File: src/rtl/serial_add_ctrl.sv
// rtl/serial_add_ctrl.sv - bit-serial adder with IDLE/RUN/DONE control; optional subtract mode under SERIAL_ADD_SUB_EN
module serial_add_ctrl #(
    parameter int WIDTH = 8
) (
    input  logic             clk,
    input  logic             rst_n,
    input  logic             start,
    input  logic [WIDTH-1:0] op_a,
    input  logic [WIDTH-1:0] op_b,
`ifdef SERIAL_ADD_SUB_EN
    input  logic             sub,
`endif
    output logic             busy,
    output logic             done,
    output logic [WIDTH-1:0] sum,
    output logic             cout
);

    localparam int CNT_W = $clog2(WIDTH);
    localparam logic [CNT_W-1:0] LAST_BIT = CNT_W'(WIDTH - 1);

    typedef enum logic [1:0] {
        S_IDLE = 2'd0,
        S_RUN  = 2'd1,
        S_DONE = 2'd2
    } state_t;

    state_t state;
    state_t state_nxt;

    // Operand shift registers, serial sum register and adder carry
    logic [WIDTH-1:0] a_sr;
    logic [WIDTH-1:0] b_sr;
    logic [WIDTH-1:0] sum_sr;
    logic             carry;
    logic [CNT_W-1:0] bit_cnt;

    // Result held for the outside world between operations
    logic [WIDTH-1:0] sum_q;
    logic             cout_q;

    logic accept;
    logic carry_init;
    logic a_bit;
    logic b_bit;
    logic ha_p;
    logic ha_g;
    logic cell_s;
    logic cell_c;

`ifdef SERIAL_ADD_SUB_EN
    logic sub_r;
`endif

    assign accept = (state == S_IDLE) && start;

`ifdef SERIAL_ADD_SUB_EN
    // Subtraction is a + ~b + 1: invert b into the cell and preset the carry
    assign carry_init = sub;
    assign b_bit      = b_sr[0] ^ sub_r;
`else
    assign carry_init = 1'b0;
    assign b_bit      = b_sr[0];
`endif

    assign a_bit = a_sr[0];

    // Shared 1-bit adder cell: two half adders plus an OR for the carry
    always_comb begin
        ha_p   = a_bit ^ b_bit;
        ha_g   = a_bit & b_bit;
        cell_s = ha_p ^ carry;
        cell_c = ha_g | (ha_p & carry);
    end

    // State register
    always_ff @(posedge clk) begin
        if (!rst_n) begin
            state <= S_IDLE;
        end else begin
            state <= state_nxt;
        end
    end

    // Next-state logic; start is only looked at in IDLE
    always_comb begin
        state_nxt = state;
        case (state)
            S_IDLE: begin
                if (start) begin
                    state_nxt = S_RUN;
                end
            end
            S_RUN: begin
                if (bit_cnt == LAST_BIT) begin
                    state_nxt = S_DONE;
                end
            end
            S_DONE: begin
                state_nxt = S_IDLE;
            end
            default: begin
                state_nxt = S_IDLE;
            end
        endcase
    end

    // Serial datapath: capture on accept, one bit per RUN cycle LSB first
    always_ff @(posedge clk) begin
        if (!rst_n) begin
            a_sr    <= '0;
            b_sr    <= '0;
            sum_sr  <= '0;
            carry   <= 1'b0;
            bit_cnt <= '0;
        end else if (accept) begin
            a_sr    <= op_a;
            b_sr    <= op_b;
            sum_sr  <= '0;
            carry   <= carry_init;
            bit_cnt <= '0;
        end else if (state == S_RUN) begin
            a_sr    <= {1'b0, a_sr[WIDTH-1:1]};
            b_sr    <= {1'b0, b_sr[WIDTH-1:1]};
            sum_sr  <= {cell_s, sum_sr[WIDTH-1:1]};
            carry   <= cell_c;
            bit_cnt <= bit_cnt + CNT_W'(1);
        end
    end

`ifdef SERIAL_ADD_SUB_EN
    // Operation mode is latched with the operands so sub may change afterwards
    always_ff @(posedge clk) begin
        if (!rst_n) begin
            sub_r <= 1'b0;
        end else if (accept) begin
            sub_r <= sub;
        end
    end
`endif

    // Result hold registers take the finished sum as DONE ends
    always_ff @(posedge clk) begin
        if (!rst_n) begin
            sum_q  <= '0;
            cout_q <= 1'b0;
        end else if (state == S_DONE) begin
            sum_q  <= sum_sr;
            cout_q <= carry;
        end
    end

    // Outputs decode registers only; during DONE the sum register itself is shown
    always_comb begin
        busy = (state != S_IDLE);
        done = (state == S_DONE);
        sum  = (state == S_DONE) ? sum_sr : sum_q;
        cout = (state == S_DONE) ? carry  : cout_q;
    end

endmodule

File: config.mk
export PLATFORM = sky130hd
export DESIGN_NAME = serial_add_ctrl
export DESIGN_NICKNAME = d
export VERILOG_FILES = /design/src/rtl/serial_add_ctrl.sv
export SDC_FILE = /design/constraint.sdc
export NUM_CORES = 1
export LEC_CHECK = 0
export CORE_MARGIN = 5
export CORE_UTILIZATION = 53
export CTS_BUF_LIST = sky130_fd_sc_hd__clkbuf_4
export DETAILED_ROUTE_END_ITERATION = 12
export PLACE_DENSITY = 0.81
export SYNTH_ARGS = -nofsm -noshare
export SYNTH_HDL_FRONTEND = slang
export SYNTH_SLANG_ARGS = --single-unit
export TNS_END_PERCENT = 5
File: constraint.sdc
create_clock -name clk -period 1.6 [get_ports clk]
set_input_delay 0.32 -clock clk [delete_from_list [all_inputs] [get_ports clk]]
set_output_delay 0.32 -clock clk [all_outputs]
set_load 0.005 [all_outputs]
==> out/metrics.csv, run 1 <==
metric,value,unit
crit path launch,state[0],
Hold Startpoint,b_sr[2],
design area,2064,sq um
Synth Flop Type,dfxtp_1,
Final Non-Filler Cells,264,
CTS root buf,clkbuf_4,
post-route antenna net violation count,0,
Clock Path Buffers,2,
Wirelength per Cell,12.48,um
multi-input logic area,782.0,sq um
Final setup violation count,9,
NumNets Final,241,
CTS buffer count,5,
maximum VDD drop,0.6512,mV
CP startpoint kind,flop,
CP cell instances,"nand2b_4, buf_8, buf_6, mux2_4, buf_6",
P per Cell Area,859.6,nW/um^2
initial antenna violation count,0,
worst path required time,1280,ps
H-tree depth,2,
outcome,"finished, violations left",
Register-to-Register Path Depth,5,
register area share after synthesis,47.27,%
Port Buffer Count,29,
Post-Route WL,3294,um
setup slack of the most critical reg-to-reg path,160,ps
asr flop ratio synth,0,%
Max Cap Viol,0,
share of layout cells above drive strength 1,21.82,%
synthesis-to-layout area growth,25.00,%
clock-pin slew on the worst setup and hold paths,100,ps
CP bufs+invs,3,
RePlAce Congestion,0.7649,
Rows,20,
initial drt markers,34,
RR Endpoint,b_sr[2],
vias,1332,
"Cell Area, Placed",1999,sq um
max-slew violations,0,
Critical Path Sink Type,primary output,
Layout Skew,8.237,ps
max_slew headroom,82.55,%
"Top cell by count, worst path",buf_6,
"Worst Setup Slack, final",-197.5,ps
DRC,0,
hold depth,2,
Hold Path Class,reg -> reg,
max incr delay on CP,330,ps
launching point of the worst reg2reg path,state[1],
global-route wire length before repair,5430,um
largest net degree at the start of global routing,27,
"commonest non-fill, non-tap cells in the layout","a21oi_1, dfxtp_1, nand2_1",
final period utilization,112.3,%
failing checks,negative setup slack,
Cells after Synth,185,
die width,65.82,um
Yosys reg bits,39,
Crit path max-delay family,buffers and inverters,
Detailed Place HPWL,2386,um
# placed instances,254,
Core Area,3028,sq um
count of cell types in the netlist,26,
DR pass1 iterations,4,
Sink Count,39,
total congestion overflow,0,
"Cell Area, Synth",1652,sq um
n_diodes,0,
gr usage total,16.65,%
Fin Hold WS,455.9,ps
minimum clock period,1798,ps
crit path kind,reg -> out,
fill count,262,
pre-CTS WS,-174.4,ps
Hold Fails Final Rpt,0,
Via-to-Cell Ratio,5.045,
Lkg Pwr,0.0008609,uW
highest achievable clock rate,0.5563,GHz
worst-skew pair later-pin latency,340,ps
"Hold-fix buffers, CTS",0,
CTS tree,yes,
RSZ-0062 raised after global routing,true,
Ys Warns,0,
number of flops mapped to enable cells by yosys,0,
Crit-path slowest cell,dfxtp_2,
register area,783.3,sq um
setup total negative slack,-927.1,ps
die area,4332,sq um
die height,65.82,um
worst slew pin tran,261.8,ps
syn_nets,207,
hold endpoint,b_sr[1],
Initial Utilization,54.55,%
CP arrival,1480,ps
synthesized area per cell,8.927,sq um
CP max FO,7,
Ports,30,
vias in the first global route,1257,
==> worst max path at each step <==
stage,end,cells after the start,slack (ps)
finish,sum[1],5,-200
global placement,sum[0],4,-130
detailed placement,b_sr[2],5,-170
CTS,sum[1],5,-220
global route,sum[0],5,-250
floorplan,cout,4,270
==> worst min-delay path: stages (launching register included) <==
cell and delay [ps]:
dfxtp_1 320, nand2_1 50, a21oi_1 50
==> cells by family after synthesis <==
kind of cell / after synthesis / share of synthesized area (%)
flops: 39 / 47.27
xor+xnor: 1 / 0.5304
buf+inv: 16 / 5.833
fa+ha+maj: 3 / 2.727
compound gates: 54 / 17.42
simple gates: 63 / 18.03
mux: 9 / 8.182
==> where the power goes <==
group	leakage (uW)	internal, uW	switching [uW]
logic	0.000506	116	115
clock network	0.0000361	205	302
registers	0.000319	1010	23.1
==> flip-flops by register name, indices dropped and copies added, names as in the netlist <==
name / flops
state: 2
sum_sr: 8
carry: 1
cout_q: 1
a_sr: 8
bit_cnt: 3
b_sr: 8
sum_q: 8
==> metal layers <==
metal  wire length, um  vias up  GRT usage, %  part of all wire (%)
li1                  -      684             -                     -
met1              1363      611         17.11                    41
met2              1683       31         29.41                    51
met3               191        6         6.463                   5.8
met4                56        0         7.772                   1.7
met5                 0        -             0                     0
==> metrics by stage <==
stage | total power, uW | util (%)
floorplan | 1203 | -
global placement | 1282 | 66.03
detailed placement | 1291 | 66.03
CTS | 1797 | 69.21
global route | 1871 | 68.18
finish | 1775 | 68.18
==> what timing repair did <==
action | in CTS | in global routing
setup endpoints to repair | 11 | 10
setup buffers | 2 | 0
gates resized for setup | 36 | 8
==> cells in the mapped netlist (all sizes together) (2+ instances only) <==
cell	n	area, sq um
mux2	9	135.1
ha	2	25.02
o21ai	13	65.06
and2	10	62.56
a21boi	2	15.01
a21oi	37	185.2
nand2b	2	12.51
clkbuf	3	11.26
dfxtp	39	780.8
nor2b	3	18.77
o221a	2	22.52
nand3	2	10.01
buf	12	81.33
nor2	5	18.77
nand2	37	141.4
==> area by class of cell <==
type / count / area share [%]
multi-input combinational: 130 / 37.88
inverter: 1 / 0.1818
clock inverter: 1 / 0.2424
timing repair buffer: 42 / 18.55
tap: 44 / 2.667
sequential: 39 / 37.94
clock buffer: 7 / 2.545
Note: power is estimated with default switching activity, not from simulation.
==> run 2, diff against run 1 <==
--- a/config.mk
+++ b/config.mk
@@ -5,6 +5,7 @@
 export SDC_FILE = /design/constraint.sdc
 export NUM_CORES = 1
 export LEC_CHECK = 0
+export ABC_AREA = 0
 export CORE_MARGIN = 5
 export CORE_UTILIZATION = 53
 export CTS_BUF_LIST = sky130_fd_sc_hd__clkbuf_4
==> results of run 2 <==
The final DEF is identical to that of run 1; final timing and power are the same.
